File: src/rtl/pipelined_addsub.sv
// Carry-segmented pipelined adder/subtractor with valid/ready handshake.
// Each stage resolves one CHUNK-bit slice; the pipeline stalls as a whole under backpressure.
module pipelined_addsub #(
  parameter int unsigned WIDTH  = 32,
  parameter int unsigned STAGES = 4
) (
  input  logic             clk,
  input  logic             rst,
  input  logic             in_valid,
  output logic             in_ready,
  input  logic [WIDTH-1:0] a,
  input  logic [WIDTH-1:0] b,
  input  logic             cin,
  input  logic             sub,
  output logic             out_valid,
  input  logic             out_ready,
  output logic [WIDTH-1:0] sum,
  output logic             cout,
  output logic             overflow
);

  localparam int unsigned CHUNK = WIDTH / STAGES;

  if (STAGES < 1 || STAGES > WIDTH || (WIDTH % STAGES) != 0) begin : g_bad_param
    $error("pipelined_addsub: WIDTH must be a non-zero multiple of STAGES");
  end

  logic             adv;
  logic [WIDTH-1:0] b_eff;
  logic             c0;

  assign adv      = !out_valid || out_ready;
  assign in_ready = adv;
  assign b_eff    = sub ? ~b : b;
  assign c0       = sub ? 1'b1 : cin;

  for (genvar k = 0; k < STAGES; k++) begin : g_stg
    // Operand bits not yet consumed when this stage computes.
    localparam int unsigned Rem = WIDTH - k * CHUNK;

    logic [Rem-1:0]           a_in;
    logic [Rem-1:0]           b_in;
    logic                     c_in;
    logic                     vld_in;
    logic                     sa_in;
    logic                     sb_in;
    logic [CHUNK:0]           add;
    logic [(k+1)*CHUNK-1:0]   sum_d;

    logic                     vld_q;
    logic                     c_q;
    logic                     sa_q;
    logic                     sb_q;
    logic [(k+1)*CHUNK-1:0]   sum_q;

    assign add = {1'b0, a_in[CHUNK-1:0]} + {1'b0, b_in[CHUNK-1:0]} + {{CHUNK{1'b0}}, c_in};

    if (k == 0) begin : g_src
      assign a_in   = a;
      assign b_in   = b_eff;
      assign c_in   = c0;
      assign vld_in = in_valid;
      assign sa_in  = a[WIDTH-1];
      assign sb_in  = b_eff[WIDTH-1];
      assign sum_d  = add[CHUNK-1:0];
    end else begin : g_src
      assign a_in   = g_stg[k-1].g_dly.a_q;
      assign b_in   = g_stg[k-1].g_dly.b_q;
      assign c_in   = g_stg[k-1].c_q;
      assign vld_in = g_stg[k-1].vld_q;
      assign sa_in  = g_stg[k-1].sa_q;
      assign sb_in  = g_stg[k-1].sb_q;
      // New chunk lands above the already-resolved low chunks.
      assign sum_d  = {add[CHUNK-1:0], g_stg[k-1].sum_q};
    end

    always_ff @(posedge clk) begin
      if (rst) begin
        vld_q <= 1'b0;
        c_q   <= 1'b0;
        sa_q  <= 1'b0;
        sb_q  <= 1'b0;
        sum_q <= '0;
      end else if (adv) begin
        vld_q <= vld_in;
        c_q   <= add[CHUNK];
        sa_q  <= sa_in;
        sb_q  <= sb_in;
        sum_q <= sum_d;
      end
    end

    if (k < STAGES - 1) begin : g_dly
      logic [Rem-CHUNK-1:0] a_q;
      logic [Rem-CHUNK-1:0] b_q;

      always_ff @(posedge clk) begin
        if (rst) begin
          a_q <= '0;
          b_q <= '0;
        end else if (adv) begin
          a_q <= a_in[Rem-1:CHUNK];
          b_q <= b_in[Rem-1:CHUNK];
        end
      end
    end
  end

  assign out_valid = g_stg[STAGES-1].vld_q;
  assign sum       = g_stg[STAGES-1].sum_q;
  assign cout      = g_stg[STAGES-1].c_q;
  assign overflow  = (g_stg[STAGES-1].sa_q == g_stg[STAGES-1].sb_q) &&
                     (sum[WIDTH-1] != g_stg[STAGES-1].sa_q);

endmodule

File: config.mk
export PLATFORM = sky130hd
export DESIGN_NAME = pipelined_addsub
export DESIGN_NICKNAME = d
export VERILOG_FILES = /design/src/rtl/pipelined_addsub.sv
export SDC_FILE = /design/constraint.sdc
export NUM_CORES = 1
export LEC_CHECK = 0
export BUFFER_PORTS_ARGS = -buffer_cell sky130_fd_sc_hd__buf_2
export CAP_MARGIN = 20
export CORE_ASPECT_RATIO = 2
export CORE_MARGIN = 2
export CORE_UTILIZATION = 45
export CTS_BUF_LIST = sky130_fd_sc_hd__clkbuf_4
export CTS_CLUSTER_SIZE = 25
export DETAILED_ROUTE_END_ITERATION = 6
export GPL_ROUTABILITY_DRIVEN = 0
export PLACE_DENSITY_LB_ADDON = 0.12
export SLEW_MARGIN = 20
export SYNTH_ARGS = -nofsm -noshare
export SYNTH_HDL_FRONTEND = slang
export SYNTH_SLANG_ARGS = --single-unit
File: constraint.sdc
create_clock -name clk -period 3.4 [get_ports clk]
set_clock_uncertainty 0.1 [all_clocks]
set_input_delay 0.17 -clock clk [delete_from_list [all_inputs] [get_ports clk]]
set_output_delay 0.17 -clock clk [all_outputs]
set_load 0.005 [all_outputs]
==> run metrics, run 1 <==
launching point of the worst reg2reg path out_valid; Max Transition Viols Final 0; number of flops mapped to enable cells by yosys 0; Syn. warnings 0; average wire per cell in the routed design 13.19 um; wire length of the first global-routing pass 28,880 um; arithmetic-cell share of the synthesized area counting full adders, half adders and majority gates 6.402%; number of hold buffers added after cts 61; Std-Cell Core Area 0.01727 mm2; Post-Route WL 17,170 um; pre-CTS WS 0.8706 ns; register share of total power 57.4%; Worst VDD drop 0.2532 mV; number of nets in the layout 1,185; number of iterations in the first detailed-routing pass 4; remaining global-route overflow 0; floorplan die width 98.13 um; clock-pin slew on the worst setup and hold paths 0.13 ns; area fraction in compound gates after synthesis 18.36%; RSZ-0062 raised after global routing false; setup tns final 0 ns; time the final worst path needs with I/O delays and setup 2.422 ns; type of element launching the critical path register; CTS resizes 0; Post-CTS Setup Repair Bufs 0; cell-internal power 3063 uW; Total GRT Usage 18.66%; Worst setup endpoint in_ready; Post-synth ARST share 0%; switching power 1122 uW; area share of xor/xnor cells in the synthesized design 4.833%; portion of the clock cycle consumed by the worst path in the final layout 71.24%; standard-cell rows 68; worst flop-to-flop path endpoint g_stg[0].g_dly.a_q[14]; Post-Synthesis Cells 953; antenna-violating nets left 0; initial antenna violation count 1; category of the worst setup path capture point output pin; share of post-route cells with drive strength above 1 14.30%; Initial DRC Count 269; detailed-placement wirelength estimate 11,240 um; Post-route DRC 0; total via count after detailed routing 6,607; flip-flop and latch count after synthesis 186; Min-Delay Path Class in2reg; Final Setup Violations 0; number of clock sinks 186; die outline area 0.01886 mm2; # H-tree levels 4; buffer levels on the longest clock path 2; area share of the leading cell type in the synthesized netlist 46.70%; Data required, critical path 3.13 ns; net count of the mapped netlist 1,059; path type of the worst setup path reg2out; clock latency reported for the late side of the worst-skew pair 0.56 ns; leakage dissipation 0.003985 uW; number of max-capacitance violations reported 0; run status finished, final reports clean; worst rel slew slack 44.46%; slew at the pin with the worst max-slew slack 0.8300 ns; net switching fraction of the power 26.82%; TritonCTS buffer count 17; largest family of logic cells by synthesized area simple AND/OR/NAND/NOR gates; largest net degree at the start of global routing 156; pwr/cell area 443.0 mW/mm2; part of the total power dissipated in combinational logic 13.4%; multiplexer area fraction after synthesis 0.8473%; Max Fclk 412.8 MHz; master cell of the clock root buffer clkbuf_4; Vias per Instance 5.075; Syn-to-layout area delta 18.50%; number of cells on the worst reg-to-reg path 6; count of input and output buffers 105; CP Data Arrival Time 2.15 ns; primary flip-flop cell chosen by synthesis mapping dfxtp_1; I/O pins 106; biggest fanout along the worst timing path 93; Seq/Total Area, Yosys 46.70%; power share of the clock group 29.2%; Simple-Gate Fraction of Synth Area 18.44%; final hold violation count 0; Die Ht 192.3 um; Synth area leader dfxtp_1; synthesized area divided by synthesized cell count 8.367 um2; count of cell types in the netlist 45; minimum setup slack among reg-to-reg paths 0.99 ns; launching instance or port of the critical path out_valid; via count of the first global-routing pass 6,190; most frequent cells in the layout nand2_1, dfxtp_1, a21oi_1; minimum setup slack in the final design 0.9777 ns; initial standard-cell utilization of the core 46.17%; most common library cell in the layout ignoring fill and taps nand2_1; Syn Std Cell Area 0.007974 mm2; CTS tree done; startpoint of the lowest-slack hold path a[4]; main area contributors after synthesis dfxtp_1, nand2_1, a21oi_1
synthesized netlist by cell type, types with 3 or more instances:
library cell,n
nand2_1,276
dfxtp_1,186
a21oi_1,153
nor2_1,39
a211oi_1,36
xnor2_1,32
ha_1,28
clkbuf_1,23
buf_2,21
a21o_1,16
buf_1,14
inv_1,12
xor2_1,12
o21ai_0,11
buf_4,8
fa_1,8
nand3b_1,8
and3_1,5
mux2_2,5
nor3_1,4
nor3b_1,4
o21bai_1,4
o22ai_1,4
o2bb2ai_1,4
or3_1,4
nand2b_1,3
per-stage QoR:
stage | power, uW | instances | area, um2 | util (%) | hold WS [ns]
3_5_place_dp | 2961 | 1209 | 8552 | 49.51 | 0.3198
3_3_place_gp | 2952 | 1209 | 8552 | 49.51 | 0.3158
6_report | 4186 | 1302 | 9449 | 54.71 | 0.06723
2_1_floorplan | 2798 | 953 | 7974 | - | 0.2105
4_1_cts | 4240 | 1301 | 9447 | 54.69 | 0.01031
5_1_grt | 4404 | 1302 | 9449 | 54.71 | 0.02007
sequential cells by signal, indices dropped and copies added, names as in the netlist:
signal / count
g_stg.sum_q: 48
g_stg.g_dly.a_q: 45
g_stg.g_dly.b_q: 45
sum: 32
g_stg.sa_q: 4
g_stg.sb_q: 4
g_stg.c_q: 3
g_stg.vld_q: 3
cout: 1
out_valid: 1
worst max-delay path: stages, from the launching register on:
cell,delay (ns)
dfxtp_1,0.33
nor2b_4,0.14
inv_6,0.43
buf_12,0.39
buf_2,0.19
worst min-delay path by stage:
stage	end	slack, ns	depth (start not counted)
2_1_floorplan	g_stg[0].g_dly.a_q[0]	0.21	2
3_3_place_gp	g_stg[0].g_dly.a_q[2]	0.32	3
3_5_place_dp	g_stg[0].g_dly.a_q[6]	0.32	3
4_1_cts	g_stg[0].sum_q[5]	0.01	4
5_1_grt	g_stg[0].sum_q[5]	0.02	4
6_report	g_stg[0].sum_q[5]	0.07	4
per-layer routing:
| layer | part of all wire, % | track usage [%] | vias up |
|---|---|---|---|
| li1 | - | - | 3471 |
| met1 | 43 | 21.77 | 3013 |
| met2 | 53 | 34.33 | 114 |
| met3 | 3.0 | 2.934 | 9 |
| met4 | 1.3 | 6.517 | 0 |
| met5 | 0 | 0 | - |
cell families after synthesis:
family / count (synthesis)
fa+ha+maj: 36
xor+xnor: 44
compound gates: 246
buf+inv: 79
mux: 6
simple gates: 356
flops: 186
layout make-up:
cell class | instances | area (um2)
diodes | 1 | 2.502
clock buffers | 19 | 142.6
clock inverters | 12 | 141.4
fillers | 1702 | 7823
inverters | 13 | 53.80
multi-input cells | 688 | 3902
flip-flops and latches | 186 | 3724
well taps | 210 | 262.8
repair buffers | 173 | 1220
power by group through the flow:
stage | logic (uW) | clock network (uW) | registers, uW
3_5_place_dp | 510 | 0 | 2450
4_1_cts | 568 | 1270 | 2400
5_1_grt | 638 | 1340 | 2420
6_report | 561 | 1220 | 2400
3_3_place_gp | 502 | 0 | 2450
2_1_floorplan | 365 | 0 | 2430
(Power assumes the default switching activity.)
==> run 2: changes to the inputs <==
--- a/config.mk
+++ b/config.mk
@@ -5,6 +5,7 @@
 export SDC_FILE = /design/constraint.sdc
 export NUM_CORES = 1
 export LEC_CHECK = 0
+export ABC_AREA = 1
 export BUFFER_PORTS_ARGS = -buffer_cell sky130_fd_sc_hd__buf_2
 export CAP_MARGIN = 20
 export CORE_ASPECT_RATIO = 2
==> constraint.sdc (replaced) <==
create_clock -name clk -period 2.55 [get_ports clk]
set_clock_uncertainty 0.1 [all_clocks]
set_input_delay 0.1275 -clock clk [delete_from_list [all_inputs] [get_ports clk]]
set_output_delay 0.1275 -clock clk [all_outputs]
set_load 0.005 [all_outputs]
==> run metrics, run 2 <==
buffer levels on the longest clock path 2; number of max-capacitance violations reported 0; total via count after detailed routing 6,912; remaining global-route overflow 0; I/O pins 106; leading cell type by number of instances after synthesis nor2_1; share of post-route cells with drive strength above 1 13.39%; most common library cell in the layout ignoring fill and taps nor2_1; largest net degree at the start of global routing 134; Min-Delay Path Class in2reg; wire length of the first global-routing pass 29,990 um; final hold violation count 0; count of input and output buffers 105; Post-synth ARST share 0%; Simple-Gate Fraction of Synth Area 21.13%; kind of cell adding the most delay to the critical path buffers and inverters; CTS tree done; pwr/cell area 594.7 mW/mm2; setup tns final 0 ns; primary flip-flop cell chosen by synthesis mapping dfxtp_1; arithmetic-cell share of the synthesized area counting full adders, half adders and majority gates 6.225%; portion of the clock cycle consumed by the worst path in the final layout 81.05%; Final Setup Violations 0; CP Data Arrival Time 1.84 ns; category of the worst setup path capture point output pin; type of element launching the critical path register; multiplexer area fraction after synthesis 0%; main area contributors after synthesis dfxtp_1, nor2_1, o21ai_0; path type of the worst setup path reg2out; largest registers g_stg.sum_q: 48 flops, g_stg.g_dly.a_q: 45 flops, g_stg.g_dly.b_q: 45 flops; Worst VDD drop 0.2812 mV; Syn. warnings 0; floorplan die width 99.46 um; count of cell types in the netlist 27; register with the most flip-flops g_stg.sum_q; worst rel slew slack 56.55%; Total GRT Usage 18.86%; area share of the leading cell type in the synthesized netlist 45.41%; clock latency reported for the late side of the worst-skew pair 0.57 ns; CTS resizes 0; Seq/Total Area, Yosys 45.41%; flip-flop and latch count after synthesis 186; leakage dissipation 0.004944 uW; time the final worst path needs with I/O delays and setup 2.067 ns; number of flops mapped to enable cells by yosys 0; number of nets in the layout 1,311; Die Ht 194.9 um; via count of the first global-routing pass 6,435; initial antenna violation count 1; antenna-violating nets left 0; run status finished, final reports clean; Initial DRC Count 211; Post-route DRC 0; largest family of logic cells by synthesized area simple AND/OR/NAND/NOR gates; Data required, critical path 2.32 ns; TritonCTS buffer count 17; Syn Std Cell Area 0.008200 mm2; Synth area leader dfxtp_1; Max Transition Viols Final 0; biggest fanout along the worst timing path 55; Vias per Instance 4.830; cells traversed along the worst timing path inv_1, nor2_4, inv_6, buf_12, buf_2; die outline area 0.01938 mm2; # H-tree levels 4; crit path buf inv count 4; Post-Route WL 17,490 um; Post-CTS Setup Repair Bufs 0; standard-cell rows 69; synthesized area divided by synthesized cell count 7.650 um2; Syn-to-layout area delta 18.54%; area fraction in compound gates after synthesis 15.32%; initial standard-cell utilization of the core 46.11%; most frequent cells in the layout nor2_1, dfxtp_1, o21ai_0; RSZ-0062 raised after global routing false; number of clock sinks 186; flip-flop count of the largest register after layout 48; Max Fclk 483.9 MHz; number of hold buffers added after cts 60; master cell of the clock root buffer clkbuf_4; number of iterations in the first detailed-routing pass 4; worst hold slack 0.04626 ns; Std-Cell Core Area 0.01778 mm2; slew at the pin with the worst max-slew slack 0.6517 ns; clock-pin slew on the worst setup and hold paths 0.13 ns; synth cell count leaders nor2_1, dfxtp_1, o21ai_0, nand2_1, inv_1; Post-Synthesis Cells 1,072; number of fillers in the final layout 1,775; maximum cell stage delay along the critical path 0.34 ns; Slowest-stage cell, CP dfxtp_1; detailed-placement wirelength estimate 11,850 um; area share of xor/xnor cells in the synthesized design 3.845%; average wire per cell in the routed design 12.22 um; net count of the mapped netlist 1,178
[run 2: stage by stage]
step                      setup WS, ns  area [um2]  std cells  power [uW]  util (%)
after floorplan                 0.4529        8200       1072        3868         -
after global placement          0.5411        8826       1339        4107     49.63
after detailed placement        0.5360        8826       1339        4124     49.63
after CTS                       0.4312        9718       1430        5861     54.64
after global routing            0.3462        9721       1431        6118     54.66
final                           0.4833        9721       1431        5781     54.66
[run 2: path summary, 6_finish.rpt]
| path | startpoint | to | slack, ns | cells after the start |
|---|---|---|---|---|
| worst min-delay path | out_ready | g_stg[2].vld_q | 0.05 | 4 |
| worst max register to register | g_stg[0].c_q | g_stg[1].sum_q[14] | 0.53 | 10 |
| worst max-delay path | out_valid | in_ready | 0.48 | 5 |
| worst min register to register | g_stg[0].g_dly.b_q[12] | g_stg[1].g_dly.b_q[4] | 0.35 | 2 |
[run 2: kinds of logic after synthesis]
kind of cell / after synthesis
AND/OR/NAND/NOR: 426
AO/OA/AOI/OAI: 240
flip-flops: 186
buffers and inverters: 148
XOR/XNOR: 36
adder cells (fa/ha/maj): 36
[run 2: final cells by class]
cell class                      count  area [um2]  share of cell area (%)
Sequential cell                   186        3724                   38.31
Inverter                           84       322.8                   3.321
Antenna cell                        1       2.502                 0.02574
Clock inverter                     12       148.9                   1.532
Tap cell                          213       266.5                   2.742
Clock buffer                       19       142.6                   1.467
Timing Repair Buffer              178        1299                   13.36
Multi-Input combinational cell    738        3815                   39.25
[run 2: metal layers]
layer | wire (um) | part of all wire (%) | GRT usage [%]
met4 | 255 | 1.5 | 6.038
met5 | 0 | 0 | 0
met2 | 9017 | 52 | 33.63
met1 | 7736 | 44 | 22.78
met3 | 483 | 2.8 | 3.092
[run 2: power by group]
group / total [uW] / switching [uW] / internal (uW) / leakage (uW)
sequential: 3260 / 120 / 3140 / 0.00153
combinational: 871 / 456 / 415 / 0.00326
clock: 1650 / 959 / 694 / 0.000154
[run 2: worst reg2reg max path, stage by stage, from the launching register on]
cell      delay (ns)
dfxtp_1         0.36
fa_1            0.47
fa_1            0.44
nand2_1         0.08
nand2_1         0.09
nand3b_1        0.11
nand2_1         0.08
nand2_1         0.06
nand3_1         0.06
nand2_1         0.06
inv_1           0.03
==> run 3: changes to the inputs <==
==> constraint.sdc (replaced) <==
create_clock -name clk -period 2.2 [get_ports clk]
set_clock_uncertainty 0.1 [all_clocks]
set_input_delay 0.11 -clock clk [delete_from_list [all_inputs] [get_ports clk]]
set_output_delay 0.11 -clock clk [all_outputs]
set_load 0.005 [all_outputs]
==> run metrics, run 3 (synthesis gave the netlist of run 2 again) <==
worst rel slew slack 64.43%; CTS tree done; Post-Route WL 18,030 um; Max Transition Viols Final 0; pre-CTS WS 0.1705 ns; Post-route DRC 0; total power consumption of the routed design 6773 uW; floorplan die width 99.46 um; Max Fclk 501.0 MHz; minimum setup slack among reg-to-reg paths 0.20 ns; number of placed instances with taps included 1,343; type of element launching the critical path register; RSZ-0062 raised after global routing false; Worst VDD drop 0.3561 mV; buffer levels on the longest clock path 2; pwr/cell area 691.7 mW/mm2; largest net degree at the start of global routing 134; most frequent cells in the layout nor2_1, dfxtp_1, o21ai_0; Total GRT Usage 19.36%; clock latency reported for the late side of the worst-skew pair 0.58 ns; worst flop-to-flop path endpoint g_stg[2].sum_q[22]; final hold violation count 0; number of fillers in the final layout 1,782; remaining global-route overflow 0; Cells on Worst Hold Path 5; register with the most flip-flops g_stg.sum_q; cells traversed along the worst timing path fa_1, fa_1, nand2_1, nand2_1, nand3b_1, nand2_1, nand2_1, nand3_1, nand2_1, inv_1; final design instance area without fill 0.009791 mm2; die outline area 0.01938 mm2; number of iterations in the first detailed-routing pass 4; antenna-violating nets left 0; startpoint of the lowest-slack hold path b[2]; crit path buf inv count 1; TritonCTS buffer count 17; largest registers g_stg.sum_q: 48 flops, g_stg.g_dly.a_q: 45 flops, g_stg.g_dly.b_q: 45 flops; Slowest-stage cell, CP fa_1; detailed-placement wirelength estimate 12,110 um; Vias per Instance 4.830; run status finished, final reports clean; launching point of the worst reg2reg path g_stg[1].c_q; post-place instance area 0.008843 mm2; Min-Delay Path Class in2reg; kind of cell adding the most delay to the critical path adder cells; clock-pin slew on the worst setup and hold paths 0.13 ns; maximum cell stage delay along the critical path 0.47 ns; time the final worst path needs with I/O delays and setup 1.996 ns; minimum setup slack in the final design 0.2038 ns; endpoint of the worst hold path g_stg[0].sum_q[2]; Data required, critical path 2.57 ns; standard-cell rows 69; Final Setup Violations 0; post-route insts no fill 1,439; number of nets in the layout 1,319; Post-CTS Setup Repair Bufs 0; most common library cell in the layout ignoring fill and taps nor2_1; slew at the pin with the worst max-slew slack 0.5336 ns; number of cells on the worst reg-to-reg path 10; leakage dissipation 0.004975 uW; share of post-route cells with drive strength above 1 13.80%; # H-tree levels 4; average wire per cell in the routed design 12.53 um; initial standard-cell utilization of the core 46.11%; CP Data Arrival Time 2.36 ns; via count of the first global-routing pass 6,647; biggest fanout along the worst timing path 3; path type of the worst setup path reg2reg; portion of the clock cycle consumed by the worst path in the final layout 90.74%; setup tns final 0 ns; number of max-capacitance violations reported 0; wire length of the first global-routing pass 30,670 um; CP most frequent cell nand2_1; number of clock sinks 186; category of the worst setup path capture point register; I/O pins 106; Initial DRC Count 294; Std-Cell Core Area 0.01778 mm2; total via count after detailed routing 6,951; count of input and output buffers 105; Syn-to-layout area delta 19.39%; initial antenna violation count 1; master cell of the clock root buffer clkbuf_4; flip-flop count of the largest register after layout 48; Die Ht 194.9 um
[run 3: cell count changes in the layout (fill, tap and decap cells not counted), sizes merged]
cell	previous run	this run
buf	118	122
dlygate4sd3	60	64
inv	86	88
clkbuf	19	18
clkinv	5	4
[run 3: through the flow]
stage	hold slack (ns)	utilization [%]
finish	0.07129	55.05
CTS	0.02479	55.02
global placement	0.2439	49.73
detailed placement	0.2431	49.73
floorplan	0.07907	-
global route	0.06160	55.05
[run 3: worst max-delay path by stage]
stage,cells after the start,from,to
floorplan,14,sub,g_stg[0].sum_q[4]
global placement,10,g_stg[0].c_q,g_stg[1].sum_q[14]
detailed placement,13,sub,g_stg[0].sum_q[4]
CTS,10,g_stg[0].c_q,g_stg[1].sum_q[14]
global route,10,g_stg[0].c_q,g_stg[1].sum_q[14]
finish,10,g_stg[1].c_q,g_stg[2].sum_q[22]
[run 3: repair_timing]
action,in CTS,in global routing
gates resized for setup,0,1
endpoints found under the hold margin,89,0
endpoints found under the setup margin,0,1
hold buffers,64,0
[run 3: area by class of cell]
type                       count  area, um2  area share, %
sequential                   186       3724          38.03
inverter                      84      322.8          3.297
antenna                        1      2.502        0.02556
timing repair buffer         186       1356          13.85
clock buffer                  18      135.1          1.380
tap                          213      266.5          2.722
clock inverter                13      166.4          1.700
multi-input combinational    738       3817          38.99
[run 3: worst reg2reg max path: stages, from the launching register on]
cell and delay [ns]:
dfxtp_1 0.35, fa_1 0.47, fa_1 0.43, nand2_1 0.08, nand2_1 0.08, nand3b_1 0.12
nand2_1 0.08, nand2_1 0.06, nand3_1 0.06, nand2_1 0.07, inv_1 0.03
[run 3: power breakdown]
part | total (uW) | leakage [uW] | internal (uW) | switching, uW
Sequential | 3780 | 0.00153 | 3640 | 142
Combinational | 1030 | 0.00329 | 491 | 540
Clock | 1960 | 0.000157 | 807 | 1160
Total | 6770 | 0.00497 | 4930 | 1840
[run 3: per-layer routing]
layer  up-vias  global-route usage, %  share of wire, %
met1      3094                  22.79                44
met2       103                  34.61                51
li1       3729                      -                 -
met3        25                  3.092               2.3
met4         0                  7.458               2.6
met5         -                      0                 0
